<file path="src/rtl/sdram_arb_pkg.sv">
// Shared types and default sizing for the two-port SDRAM arbiter.
package sdram_arb_pkg;

  typedef enum logic [1:0] {
    StIdle,
    StIssue,
    StWaitData
  } arb_state_t;

  typedef logic port_idx_t;

  localparam int unsigned DefAddrWidth = 25;
  localparam int unsigned DefDataWidth = 16;
  localparam int unsigned DefTimeout   = 255;

endpackage

</file>
<file path="src/rtl/rr_arbiter2.sv">
// Two-way round-robin pick: on contention the port not granted last time wins.
module rr_arbiter2
  import sdram_arb_pkg::*;
(
  input  logic [1:0] i_req,
  input  port_idx_t  i_last_grant,
  output port_idx_t  o_grant,
  output logic       o_valid
);

  always_comb begin
    o_valid = |i_req;
    if (&i_req) begin
      o_grant = ~i_last_grant;
    end else begin
      o_grant = i_req[0] ? 1'b0 : 1'b1;
    end
  end

endmodule

</file>
<file path="src/rtl/sdram_arbiter.sv">
// Two-requester SDRAM controller front end with one outstanding transaction
// and a read-data timeout.
module sdram_arbiter
  import sdram_arb_pkg::*;
#(
  parameter int unsigned ADDR_WIDTH = DefAddrWidth,
  parameter int unsigned DATA_WIDTH = DefDataWidth,
  parameter int unsigned TIMEOUT    = DefTimeout
) (
  input  logic                  clock,
  input  logic                  reset,
  input  logic                  p0_req,
  input  logic                  p1_req,
  input  logic                  p0_we,
  input  logic                  p1_we,
  input  logic [ADDR_WIDTH-1:0] p0_addr,
  input  logic [ADDR_WIDTH-1:0] p1_addr,
  input  logic [DATA_WIDTH-1:0] p0_din,
  input  logic [DATA_WIDTH-1:0] p1_din,
  output logic                  p0_ack,
  output logic                  p1_ack,
  output logic                  p0_valid,
  output logic                  p1_valid,
  output logic [DATA_WIDTH-1:0] p_dout,
  output logic                  err,
  output logic                  ctrl_req,
  output logic                  ctrl_we,
  output logic [ADDR_WIDTH-1:0] ctrl_addr,
  output logic [DATA_WIDTH-1:0] ctrl_din,
  input  logic                  ctrl_ack,
  input  logic                  ctrl_valid,
  input  logic [DATA_WIDTH-1:0] ctrl_dout
);

  localparam int unsigned TimerWidth = $clog2(TIMEOUT + 1);

  arb_state_t            r_state, w_state_d;
  port_idx_t             r_grant, r_last_grant, w_rr_grant;
  logic                  w_rr_valid;
  logic                  r_ctrl_req, r_ctrl_we;
  logic [ADDR_WIDTH-1:0] r_ctrl_addr;
  logic [DATA_WIDTH-1:0] r_ctrl_din, r_p_dout;
  logic                  r_p0_valid, r_p1_valid, r_err;
  logic [TimerWidth-1:0] r_timer;
  logic                  w_grant_fire, w_ack_fire, w_data_fire, w_timeout_fire;

  rr_arbiter2 u_rr (
    .i_req       ({p1_req, p0_req}),
    .i_last_grant(r_last_grant),
    .o_grant     (w_rr_grant),
    .o_valid     (w_rr_valid)
  );

  always_comb begin
    w_state_d      = r_state;
    w_grant_fire   = 1'b0;
    w_ack_fire     = 1'b0;
    w_data_fire    = 1'b0;
    w_timeout_fire = 1'b0;
    unique case (r_state)
      StIdle: begin
        if (w_rr_valid) begin
          w_grant_fire = 1'b1;
          w_state_d    = StIssue;
        end
      end
      StIssue: begin
        if (ctrl_ack) begin
          w_ack_fire = 1'b1;
          w_state_d  = r_ctrl_we ? StIdle : StWaitData;
        end
      end
      StWaitData: begin
        // Data arriving in the timeout cycle takes priority over err.
        if (ctrl_valid) begin
          w_data_fire = 1'b1;
          w_state_d   = StIdle;
        end else if (r_timer == TimerWidth'(TIMEOUT - 1)) begin
          w_timeout_fire = 1'b1;
          w_state_d      = StIdle;
        end
      end
      default: w_state_d = StIdle;
    endcase
  end

  always_ff @(posedge clock or posedge reset) begin
    if (reset) begin
      r_state      <= StIdle;
      r_grant      <= 1'b0;
      r_last_grant <= 1'b1;
      r_ctrl_req   <= 1'b0;
      r_ctrl_we    <= 1'b0;
      r_ctrl_addr  <= '0;
      r_ctrl_din   <= '0;
      r_p_dout     <= '0;
      r_p0_valid   <= 1'b0;
      r_p1_valid   <= 1'b0;
      r_err        <= 1'b0;
      r_timer      <= '0;
    end else begin
      r_state    <= w_state_d;
      r_p0_valid <= w_data_fire & ~r_grant;
      r_p1_valid <= w_data_fire & r_grant;
      r_err      <= w_timeout_fire;
      if (w_grant_fire) begin
        r_grant      <= w_rr_grant;
        r_last_grant <= w_rr_grant;
        r_ctrl_req   <= 1'b1;
        r_ctrl_we    <= w_rr_grant ? p1_we : p0_we;
        r_ctrl_addr  <= w_rr_grant ? p1_addr : p0_addr;
        r_ctrl_din   <= w_rr_grant ? p1_din : p0_din;
      end
      if (w_ack_fire) begin
        r_ctrl_req <= 1'b0;
      end
      // Counter holds 0 on the first WAIT_DATA cycle, k on the (k+1)-th.
      if (w_ack_fire) begin
        r_timer <= '0;
      end else if (r_state == StWaitData) begin
        r_timer <= r_timer + TimerWidth'(1);
      end
      if (w_data_fire) begin
        r_p_dout <= ctrl_dout;
      end
    end
  end

  assign p0_ack    = w_ack_fire & ~r_grant;
  assign p1_ack    = w_ack_fire & r_grant;
  assign p0_valid  = r_p0_valid;
  assign p1_valid  = r_p1_valid;
  assign err       = r_err;
  assign p_dout    = r_p_dout;
  assign ctrl_req  = r_ctrl_req;
  assign ctrl_we   = r_ctrl_we;
  assign ctrl_addr = r_ctrl_addr;
  assign ctrl_din  = r_ctrl_din;

endmodule

</file>
<file path="config.mk">
export PLATFORM = sky130hd
export DESIGN_NAME = sdram_arbiter
export DESIGN_NICKNAME = d
export VERILOG_FILES = /design/src/rtl/sdram_arb_pkg.sv /design/src/rtl/rr_arbiter2.sv /design/src/rtl/sdram_arbiter.sv
export SDC_FILE = /design/constraint.sdc
export NUM_CORES = 1
export LEC_CHECK = 0
export ABC_AREA = 0
export CORE_ASPECT_RATIO = 2
export CORE_MARGIN = 3
export CORE_UTILIZATION = 46
export CTS_CLUSTER_SIZE = 8
export DETAILED_ROUTE_END_ITERATION = 10
export GPL_TIMING_DRIVEN = 0
export PLACE_DENSITY = 0.84
export SYNTH_ARGS = -nofsm -noshare
export SYNTH_HDL_FRONTEND = slang
export SYNTH_SLANG_ARGS = --single-unit
</file>
<file path="constraint.sdc">
create_clock -name clock -period 5.07 [get_ports clock]
set_input_delay 0.7605 -clock clock [delete_from_list [all_inputs] [get_ports clock]]
set_output_delay 0.7605 -clock clock [all_outputs]
set_load 0.005 [all_outputs]
</file>
Word-level counts from Yosys, hierarchy flattened --
Cells that the tools add are included.
Cells by class: add/sub/neg operators 1, multiply operators 0, divide/modulo/power cells 0, magnitude comparators 0, eq/ne operators 6, shifts and indexed selects 0, muxes and demuxes 24, bitwise operators 6, reduce and logical (&&, ||, !) cells 6
Operators by type and width (count):
- 25-bit 2-to-1 mux | 1
- 16-bit 2-to-1 mux | 1
- 8-bit 2-to-1 mux | 2
- 1-bit 2-to-1 mux | 14
- 2-bit 2-to-1 mux | 5
- 8-bit by 1-bit adder with 8-bit output (second input constant) | 1
- 8-bit == test (second input constant) | 1
- 2-bit one-hot mux with 3 select lines | 1
- 1-bit AND | 4
- 2-bit nonzero test | 2
- 3-bit != test (second input constant) | 1
- 3-bit AND reduction | 1
- 2-bit by 1-bit == test with 1-bit output (second input constant) | 1
- 2-bit == test (second input constant) | 1
- 2-bit logical NOT | 1
- 2-bit by 1-bit != test with 1-bit output (second input constant) | 1
- 2-bit != test (second input constant) | 1
- 1-bit inverter | 2
- 2-bit AND reduction | 1
- 2-bit OR reduction | 1
Word-level totals: register bits after elaboration 74, latch bits 0, bits in writable memories 0, memory bits (read-only) 0, input bits 106, output and inout bits 64, logic and storage cells 55, memories 0

Logic depth before layout (Yosys ltp) --
Gate-level depths: netlist of run 1.
depth after elaboration 5, gate-level depth with buffers 7, mapped depth without buffers 5

Modules after synthesis --
From an unflattened synthesis of run 1, not the netlist that was laid out.
Unflattened totals: cells, all modules 289, area, all modules 3288.2 um2
By module, submodules not included:
- sdram_arbiter | times used 1, cells each 286, area each 3273.1 um2, seq. area each 1853.0 um2
- rr_arbiter2 | times used 1, cells each 3, area each 15.0 um2, seq. area each 0.0 um2

Worst setup path before layout of run 1 --
OpenSTA, ideal clock, no wires.
kind input-to-output, start point in ctrl_ack, end point out p0_ack, arrival 1.199 ns, required time 4.310 ns, setup slack 3.110 ns, stages on the path 3, buffers on the path 1, path through nand3b_1 > clkbuf_1 > nor2_1
On the way: longest elaborated chain between the ends 3
RTL lines:
- start: declaration | line sdram_arbiter.sv:30 | input logic ctrl_ack,
- 1-bit 2-to-1 mux | line sdram_arbiter.sv:68 | if (ctrl_ack) begin
- 1-bit 2-to-1 mux | line sdram_arbiter.sv:60 | unique case (r_state)
- 1-bit AND | line sdram_arbiter.sv:129 | assign p0_ack = w_ack_fire & ~r_grant;
- end: declaration | line sdram_arbiter.sv:20 | output logic p0_ack,
Every way passes these cells.

Worst setup path after layout of run 1 --
start point in ctrl_ack, end point out p1_ack
On the way: longest elaborated chain between the ends 3
RTL lines:
- 1-bit 2-to-1 mux | line sdram_arbiter.sv:68
- 1-bit 2-to-1 mux | line sdram_arbiter.sv:60
- 1-bit AND | line sdram_arbiter.sv:130 | assign p1_ack = w_ack_fire & r_grant;
- end: declaration | line sdram_arbiter.sv:21 | output logic p1_ack,
Every way passes these cells.

==> results of run 1 <==
[final cells by class]
type / count / area (um^2)
Fill cell: 605 / 2080
Sequential cell: 74 / 1850
Multi-Input combinational cell: 236 / 1750
Timing Repair Buffer: 169 / 1710
Clock buffer: 14 / 264
Buffer: 35 / 193
Tap cell: 96 / 120
Inverter: 4 / 17.5
Clock inverter: 2 / 12.5
[cells in the final DEF (no fill, tap or decap), types with 2 or more instances in the layout]
master | synthesis | layout
nand4_1 | 2 | 2
ha_1 | 2 | 2
clkbuf_8 | 0 | 2
nand3_1 | 6 | 6
nor2_1 | 6 | 6
inv_1 | 3 | 2
mux2_1 | 17 | 17
o21ai_0 | 42 | 42
nand2_1 | 3 | 3
clkbuf_1 | 26 | 29
a21o_1 | 2 | 2
nand3b_1 | 44 | 44
a31oi_2 | 38 | 38
dfrtp_1 | 73 | 73
clkdlybuf4s50_1 | 0 | 168
mux2i_1 | 3 | 3
or2_1 | 2 | 2
buf_6 | 8 | 8
a21oi_1 | 46 | 46
o21ai_1 | 3 | 3
nor3_1 | 2 | 2
a31oi_1 | 4 | 4
clkbuf_16 | 0 | 9
[stage by stage]
stage | hold slack (ns) | utilization [%] | setup WS [ns] | cell area (um^2)
CTS | 0.491 | 74.0 | 1.97 | 5920
global placement | 0.458 | 70.2 | 1.22 | 5620
floorplan | 0.446 | - | 2.43 | 3810
global route | 0.513 | 74.0 | 1.88 | 5920
detailed placement | 0.475 | 70.6 | 2.00 | 5650
finish | 0.487 | 74.0 | 1.97 | 5920
[how the worst min path moves through the flow]
| stage | to | slack [ns] |
|---|---|---|
| floorplan | p0_valid | 0.45 |
| global route | p_dout[4] | 0.51 |
| finish | p_dout[2] | 0.49 |
| detailed placement | r_timer[4] | 0.48 |
| CTS | r_timer[4] | 0.49 |
| global placement | ctrl_req | 0.46 |
[report_power, final]
group	leakage, nW	total [mW]	internal, mW	switching [mW]
registers	0.876	1.01	0.854	0.160
logic	1.21	1.42	0.819	0.604
clock network	0.133	0.588	0.358	0.230
total	2.22	3.02	2.03	0.994
[metal layers]
layer / vias to the layer above / global-route usage (%) / part of all wire (%)
met4: 0 / 15.5 / 5.7
li1: 1655 / - / -
met5: - / 0 / 0
met1: 1684 / 24.0 / 34
met2: 140 / 45.2 / 55
met3: 36 / 5.89 / 5.3
[flip-flops by register name (all words and copies together) (netlist names), 2 cells and up]
name and count:
ctrl_addr 25, ctrl_din 16, p_dout 16, r_state 2
r_timer 8
[logic make-up after synthesis]
kind of cell / after synthesis / share of synthesized area (%)
buffers and inverters: 39 / 5.45
AND/OR/NAND/NOR: 74 / 13.0
AO/OA/AOI/OAI: 140 / 26.5
flip-flops: 74 / 48.6
adder cells (fa/ha/maj): 2 / 0.656
multiplexers: 20 / 5.81
==> run_results.csv, run 1 <==
group,metric,value,unit
route,wl_per_cell,18.1,um
logic_synthesis,yosysWarnings,0,
min_path,hp-start,"p_dout[2]",
layout,antennaDiodeCount,0,
layout,drive_above_1_share,12.7,%
logic_synthesis,postSynthAreaPerCell,10.9,um^2
run,cap_violations,0,
place,dp_cells,614,
power_and_ir_drop,irDropWorstVdd,0.000311,V
grt,grt-ovfl-total,0,
logic_synthesis,synthMostInstantiatedCell,"dfrtp_1",
floorplanning,core,8000,um^2
route,drc,0,
outcome,status,"completed",
power_and_ir_drop,leakagePower,2.22,nW
route,dr.first_iter.drc_count,162,
timing,fmax,0.322,GHz
grt,grt_pass1_wl,18300,um
logic_synthesis,synth_common_cells,"dfrtp_1 (73), a21oi_1 (46), nand3b_1 (44), o21ai_0 (42), a31oi_2 (38)",
clock_tree,numCtsBuffers,9,
critical_path,path_class,"input pin to output pin",
critical_path,cp_slowest_cell,"clkdlybuf4s50_1",
critical_path,startpoint,"ctrl_ack",
clock_tree,cts_sinks,74,
clock_tree,cts.repair.resized,0,
grt,antenna_found_initial,0,
route,antenna_left,0,
logic_synthesis,yosysTopAreaCell,"dfrtp_1",
floorplanning,row_count,46,
timing,grt_setup_unrepaired,"false",
timing,hold_viol_final,0,
critical_path,cp_num_cells,5,
critical_path,max_stage_delay,0.51,ns
logic_synthesis,synthCells,349,
logic_synthesis,synth_top_area_share,47.9,%
timing,fin_crit,3.10,ns
critical_path,timing.reg2reg.setup_slack,3.42,ns
critical_path,r2r-start,"r_state[1]",
critical_path,cp_max_fo,10,
logic_synthesis,synth_edf_count,0,
place,place_hpwl,8720,um
critical_path,cpMostUsedCell,"clkdlybuf4s50_1",
clock_tree,clkLatencyLatePin,0.32,ns
timing,skew,0.00456,ns
timing,maxSlewViolCount,0,
floorplanning,start_util,47.7,%
logic_synthesis,ys_ff_latch,74,
min_path,hold_path_class,"register to register",
route,vias,3515,
critical_path,r2r_cells,4,
timing,finalSetupTns,0,ns
floorplanning,fp.dieW,70.4,um
critical_path,crit_end,"p1_ack",
place,port_buffers,168,
clock_tree,holdBufCountCts,0,
clock_tree,cts_tree,"done",
route,firstDrtPassIters,4,
timing,slew_headroom,67.2,%
power_and_ir_drop,powerDensity,511,nW/um^2
timing,min_period_over_period,61.2,%
grt,first_global_vias,3749,
floorplanning,pin_count,170,
route,vias_per_cell,5.58,
timing,setup_viol,0,
clock_tree,clk_pin_slew,0.05,ns
critical_path,path_cells,"clkdlybuf4s50_1 > nand3b_1 > clkbuf_1 > nor2_1 > clkdlybuf4s50_1",
floorplanning,dieArea,9490,um^2
clock_tree,cts_root_buffer,"clkbuf_16",
grt,grt_max_degree,75,
floorplanning,die_y,135,um
logic_synthesis,synthFlopType,"dfrtp_1",
critical_path,cp-start-kind,"input pin",
critical_path,crit_required,4.31,ns
route,wirelength,11400,um
min_path,hold_depth,1,
layout,fin_nets,637,
logic_synthesis,synth_cell_types,37,
critical_path,reg2reg_to,"ctrl_addr[3]",
logic_synthesis,syn_area,3810,um^2
critical_path,crit_path_end_kind,"output pin",
timing,tightest_slew,0.492,ns
critical_path,crit_family,"buffers and inverters",
logic_synthesis,async_reset_ff_share,100,%
layout,area_growth,55.3,%
place,gp_congestion,0.891,
clock_tree,cts_setup_buffers,0,
layout,layout.cells.non_filler,630,
logic_synthesis,syn_nets,457,
grt,grt_usage,24.6,%
critical_path,worst-endpoint-arrival,2.34,ns
clock_tree,clk_path_buf_depth,2,
critical_path,critPathBufInv,3,
logic_synthesis,ys_seq_area_share,48.6,%
logic_synthesis,yosys-top-cells-area,"dfrtp_1 (48%), a31oi_2 (12%), nand3b_1 (8.7%)",
clock_tree,htreeDepth,3,
power_and_ir_drop,power.total,3.02,mW
(Power assumes the default switching activity.)
==> run 2: changes to the inputs <==
--- a/config.mk
+++ b/config.mk
@@ -8,11 +8,11 @@
 export ABC_AREA = 0
 export CORE_ASPECT_RATIO = 2
 export CORE_MARGIN = 3
-export CORE_UTILIZATION = 46
+export CORE_UTILIZATION = 38
 export CTS_CLUSTER_SIZE = 8
 export DETAILED_ROUTE_END_ITERATION = 10
 export GPL_TIMING_DRIVEN = 0
-export PLACE_DENSITY = 0.84
+export PLACE_DENSITY = 0.74
 export SYNTH_ARGS = -nofsm -noshare
 export SYNTH_HDL_FRONTEND = slang
 export SYNTH_SLANG_ARGS = --single-unit
==> constraint.sdc (replaced) <==
create_clock -name clock -period 2.7 [get_ports clock]
set_input_delay 0.405 -clock clock [delete_from_list [all_inputs] [get_ports clock]]
set_output_delay 0.405 -clock clock [all_outputs]
set_load 0.005 [all_outputs]
==> run 2 against run 1 <==
Final area up 1.9%. Total power up 97%. Critical endpoint unchanged. Combinational power up 87%. Critical path depth unchanged. Critical path type unchanged.
==> run_results.csv, run 2 (same netlist as run 1, synthesis figures left out) <==
group,metric,value,unit
outcome,status,"completed",
timing,finalSetupTns,0,ns
critical_path,crit_path_end_kind,"output pin",
clock_tree,clk_pin_slew,0.06,ns
timing,min_period_over_period,87.3,%
route,dr.first_iter.drc_count,123,
min_path,hold_path_class,"input pin to register",
clock_tree,holdBufCountCts,0,
route,vias,3519,
critical_path,r2r-start,"r_state[1]",
run,cap_violations,0,
floorplanning,fp.dieW,76.8,um
min_path,hp-start,"p0_req",
place,dp_cells,650,
floorplanning,dieArea,11300,um^2
timing,fin_crit,2.36,ns
grt,grt_pass1_wl,18600,um
floorplanning,pin_count,170,
critical_path,cp-start-kind,"input pin",
critical_path,crit_required,2.30,ns
grt,grt_usage,20.5,%
power_and_ir_drop,powerDensity,988,nW/um^2
layout,layout.cells.non_filler,666,
layout,fin_nets,637,
grt,grt-ovfl-total,0,
power_and_ir_drop,clkPwrFrac,23.6,%
floorplanning,row_count,51,
critical_path,path_class,"input pin to output pin",
clock_tree,cts_tree,"done",
route,wirelength,11300,um
timing,grt_setup_unrepaired,"false",
clock_tree,clk_path_buf_depth,2,
clock_tree,cts_sinks,74,
critical_path,crit_family,"buffers and inverters",
clock_tree,cts.repair.resized,0,
floorplanning,die_y,148,um
clock_tree,clkLatencyLatePin,0.33,ns
floorplanning,start_util,39.1,%
route,vias_per_cell,5.28,
critical_path,critPathBufInv,3,
critical_path,cpMostUsedCell,"clkdlybuf4s50_1",
grt,first_global_vias,3829,
layout,nFillCells,821,
power_and_ir_drop,switching_share,31.4,%
layout,final_common_cell,"clkdlybuf4s50_1",
power_and_ir_drop,p_seq_share,31.9,%
place,port_buffers,168,
layout,area_growth,58.3,%
layout,largest_reg_flops,25,
critical_path,worst-endpoint-arrival,1.95,ns
critical_path,path_cells,"clkdlybuf4s50_1 > nand3b_1 > clkbuf_1 > nor2_1 > clkdlybuf4s50_1",
layout,drive_above_1_share,13.3,%
route,firstDrtPassIters,4,
power_and_ir_drop,combPwrFrac,44.6,%
route,wl_per_cell,17.0,um
critical_path,timing.reg2reg.setup_slack,1.03,ns
power_and_ir_drop,irDropWorstVdd,0.000561,V
floorplanning,core,9760,um^2
place,gp_congestion,0.822,
timing,setup_viol,0,
grt,grt_max_degree,42,
critical_path,max_stage_delay,0.52,ns
route,drc,0,
timing,maxSlewViolCount,0,
route,antenna_left,0,
clock_tree,cts_root_buffer,"clkbuf_16",
critical_path,cp_slowest_cell,"clkdlybuf4s50_1",
critical_path,startpoint,"ctrl_ack",
clock_tree,numCtsBuffers,9,
layout,layout_common_cells,"clkdlybuf4s50_1 (168), dfrtp_1 (73), a21oi_1 (46)",
grt,antenna_found_initial,0,
timing,hold_viol_final,0,
power_and_ir_drop,p_int,4.09,mW
power_and_ir_drop,power.total,5.96,mW
critical_path,cp_max_fo,10,
timing,tightest_slew,0.474,ns
timing,fmax,0.424,GHz
timing,skew,0.00783,ns
place,place_hpwl,8780,um
layout,antennaDiodeCount,0,
timing,slew_headroom,68.4,%
power_and_ir_drop,power_switching,1.87,mW
power_and_ir_drop,leakagePower,2.26,nW
clock_tree,cts_setup_buffers,0,
clock_tree,htreeDepth,3,
run 2: cell types whose count changed in the layout (fill, tap and decap cells not counted), sizes merged:
cell | before | now
clkinvlp | 1 | 0
bufinv | 0 | 3
clkbuf | 40 | 37
clkinv | 1 | 2
run 2: layout make-up:
cell class                      count  area (um^2)  area share (%)
Sequential cell                    74         1850            30.7
Multi-Input combinational cell    236         1750            29.0
Timing Repair Buffer              169         1700            28.2
Clock buffer                       11          253            4.19
Buffer                             35          193            3.19
Tap cell                          132          165            2.74
Clock inverter                      5          100            1.66
Inverter                            4         17.5           0.290
run 2: power groups by stage:
stage	Sequential (mW)	Combinational, mW	Clock, mW
after detailed placement	1.92	2.69	0
after floorplan	1.91	1.28	0
after CTS	1.90	2.70	1.42
after global routing	1.97	2.89	1.46
final	1.90	2.66	1.40
after global placement	1.90	2.63	0
run 2: tightest hold or removal path: cells and delay by family:
family	cells	cell delay, ns
AO/OA/AOI/OAI	1	0.07
AND/OR/NAND/NOR	1	0.08
buffers and inverters	1	0.11
run 2: per-layer routing:
| layer | GRT usage, % | vias to the layer above | routed length, um |
|---|---|---|---|
| met5 | 0 | - | 0 |
| met4 | 11.4 | 0 | 460 |
| met3 | 5.24 | 27 | 698 |
| met2 | 38.0 | 132 | 6190 |
| met1 | 20.4 | 1699 | 3990 |
| li1 | - | 1661 | - |
run 2: stage by stage:
step	area (um^2)	hold WS [ns]	utilization, %	setup WS [ns]
2_1_floorplan	3810	0.446	-	0.415
3_3_place_gp	5660	0.464	58.0	-0.840
3_5_place_dp	5680	0.466	58.2	0.360
4_1_cts	6040	0.369	61.8	0.322
5_1_grt	6040	0.381	61.8	0.239
6_report	6040	0.378	61.8	0.344
run 2: final timing paths:
path / end / cells after the start
setup / recovery: p1_ack / 5
hold / removal: ctrl_addr[17] / 3
setup reg to reg: ctrl_din[10] / 4
hold reg to reg: ctrl_req / 1
max in group asynchronous: r_last_grant / 3
min in group asynchronous: ctrl_addr[10] / 2
==> run 3: changes to the inputs <==
--- a/config.mk
+++ b/config.mk
@@ -13,6 +13,7 @@
 export DETAILED_ROUTE_END_ITERATION = 10
 export GPL_TIMING_DRIVEN = 0
 export PLACE_DENSITY = 0.74
+export RECOVER_POWER = 50
 export SYNTH_ARGS = -nofsm -noshare
 export SYNTH_HDL_FRONTEND = slang
 export SYNTH_SLANG_ARGS = --single-unit
==> run 3 against run 2 <==
The run now ends with max-capacitance violations left. Critical path depth is the same. Total power fell by 0.68%. Fmax fell by 1.0%. Utilization shrank 0.36 points. Sequential share of layout area is 0.18 points higher. Die area stayed put. Flip-flop and latch count unchanged. Register-to-register slack worse by 0.37 ns. Worst setup slack got worse by 0.025 ns. First-iteration DRC count grew 35%. Clock power is essentially flat.
==> run_results.csv, run 3 (same netlist as run 1, synthesis figures left out) <==
group,metric,value,unit
timing,setup_viol,0,
clock_tree,holdBufCountCts,0,
critical_path,r2r_cells,4,
route,antenna_left,0,
layout,layout_common_cells,"clkdlybuf4s50_1 (158), dfrtp_1 (73), a21oi_1 (46)",
place,place_hpwl,8780,um
grt,grt-ovfl-total,0,
critical_path,reg2reg_to,"p_dout[1]",
place,gp_congestion,0.822,
grt,grt_usage,20.5,%
route,vias_per_cell,5.31,
critical_path,crit_path_end_kind,"output pin",
timing,hold_viol_final,0,
layout,fin_util,61.5,%
critical_path,startpoint,"ctrl_ack",
clock_tree,cts_sinks,74,
place,place_area,5680,um^2
floorplanning,dieArea,11300,um^2
grt,antenna_found_initial,0,
outcome,status,"finished with violations",
floorplanning,core,9760,um^2
clock_tree,cts_root_buffer,"clkbuf_16",
floorplanning,start_util,39.1,%
clock_tree,clk_pin_slew,0.06,ns
route,dr.first_iter.drc_count,166,
timing,fmax,0.420,GHz
timing,maxSlewViolCount,0,
power_and_ir_drop,powerDensity,987,nW/um^2
route,vias,3537,
timing,tightest_slew,1.47,ns
timing,min_period_over_period,88.2,%
place,dpl_worst_slack,0.360,ns
floorplanning,fp.dieW,76.8,um
route,wirelength,11400,um
power_and_ir_drop,irDropWorstVdd,0.000557,V
layout,fin_nets,637,
clock_tree,cts_tree,"done",
critical_path,worst-endpoint-arrival,1.98,ns
clock_tree,clk_path_buf_depth,2,
timing,grt_setup_unrepaired,"false",
layout,area_growth,57.3,%
outcome,violations,"max-capacitance violations",
floorplanning,die_y,148,um
timing,fin_ws,0.319,ns
layout,final_area,6000,um^2
power_and_ir_drop,leakagePower,2.25,nW
critical_path,cp-start-kind,"input pin",
layout,drive_above_1_share,12.4,%
clock_tree,cts.repair.resized,0,
grt,first_global_vias,3829,
timing,hold_ws,0.379,ns
floorplanning,row_count,51,
grt,grt_max_degree,42,
layout,final_common_cell,"clkdlybuf4s50_1",
route,firstDrtPassIters,4,
min_path,hold_path_class,"input pin to register",
layout,largest_reg_flops,25,
place,port_buffers,168,
run,cap_violations,1,
floorplanning,pin_count,170,
critical_path,r2r-start,"r_state[1]",
critical_path,path_class,"input pin to output pin",
power_and_ir_drop,power.total,5.92,mW
timing,fin_crit,2.38,ns
critical_path,crit_required,2.30,ns
layout,antennaDiodeCount,0,
timing,slew_headroom,1.26,%
clock_tree,numCtsBuffers,9,
clock_tree,clkLatencyLatePin,0.33,ns
clock_tree,htreeDepth,3,
critical_path,cp_max_fo,10,
layout,nFillCells,825,
critical_path,timing.reg2reg.setup_slack,0.66,ns
critical_path,crit_end,"p1_ack",
route,wl_per_cell,17.1,um
clock_tree,cts_setup_buffers,0,
route,drc,0,
grt,grt_pass1_wl,18600,um
timing,skew,0.00790,ns
## run 3: cell type report
type	count	area, um^2	area share, %
Timing Repair Buffer	169	1690	28.1
Sequential cell	74	1850	30.9
Clock buffer	11	253	4.21
Buffer	35	178	2.96
Tap cell	132	165	2.75
Inverter	4	16.3	0.271
Clock inverter	5	100	1.67
Multi-Input combinational cell	236	1750	29.1
## run 3: worst max-delay path, cell delays in order
cell	delay (ns)
clkdlybuf4s50_1	0.50
nand3b_1	0.12
clkbuf_1	0.26
nor2_1	0.17
clkdlybuf4s50_1	0.52
## run 3: power breakdown
group / internal, mW / total [mW] / switching (mW) / leakage, nW
registers: 1.60 / 1.90 / 0.295 / 0.876
clock network: 0.950 / 1.40 / 0.453 / 0.176
logic: 1.50 / 2.62 / 1.12 / 1.20
total: 4.06 / 5.92 / 1.86 / 2.25
## run 3: layer usage
layer	share of wire [%]	wire (um)	track usage (%)	vias up
li1	-	-	-	1661
met1	35	3990	20.4	1709
met2	55	6220	38.0	139
met3	5.9	672	5.24	28
met4	4.3	484	11.4	0
met5	0	0	0	-
## run 3: worst min path at each step
stage	startpoint	to	cells after the start
floorplan	r_grant	p0_valid	1
global placement	ctrl_req	ctrl_req	1
detailed placement	ctrl_req	ctrl_req	1
CTS	p0_req	ctrl_addr[17]	3
global route	p0_req	ctrl_din[15]	3
finish	p0_req	ctrl_addr[17]	3
## run 3: through the flow
stage,TNS [ns],cells
finish,0,666
global route,0,666
CTS,0,666
detailed placement,0,650
global placement,-61.21,649
floorplan,0,349
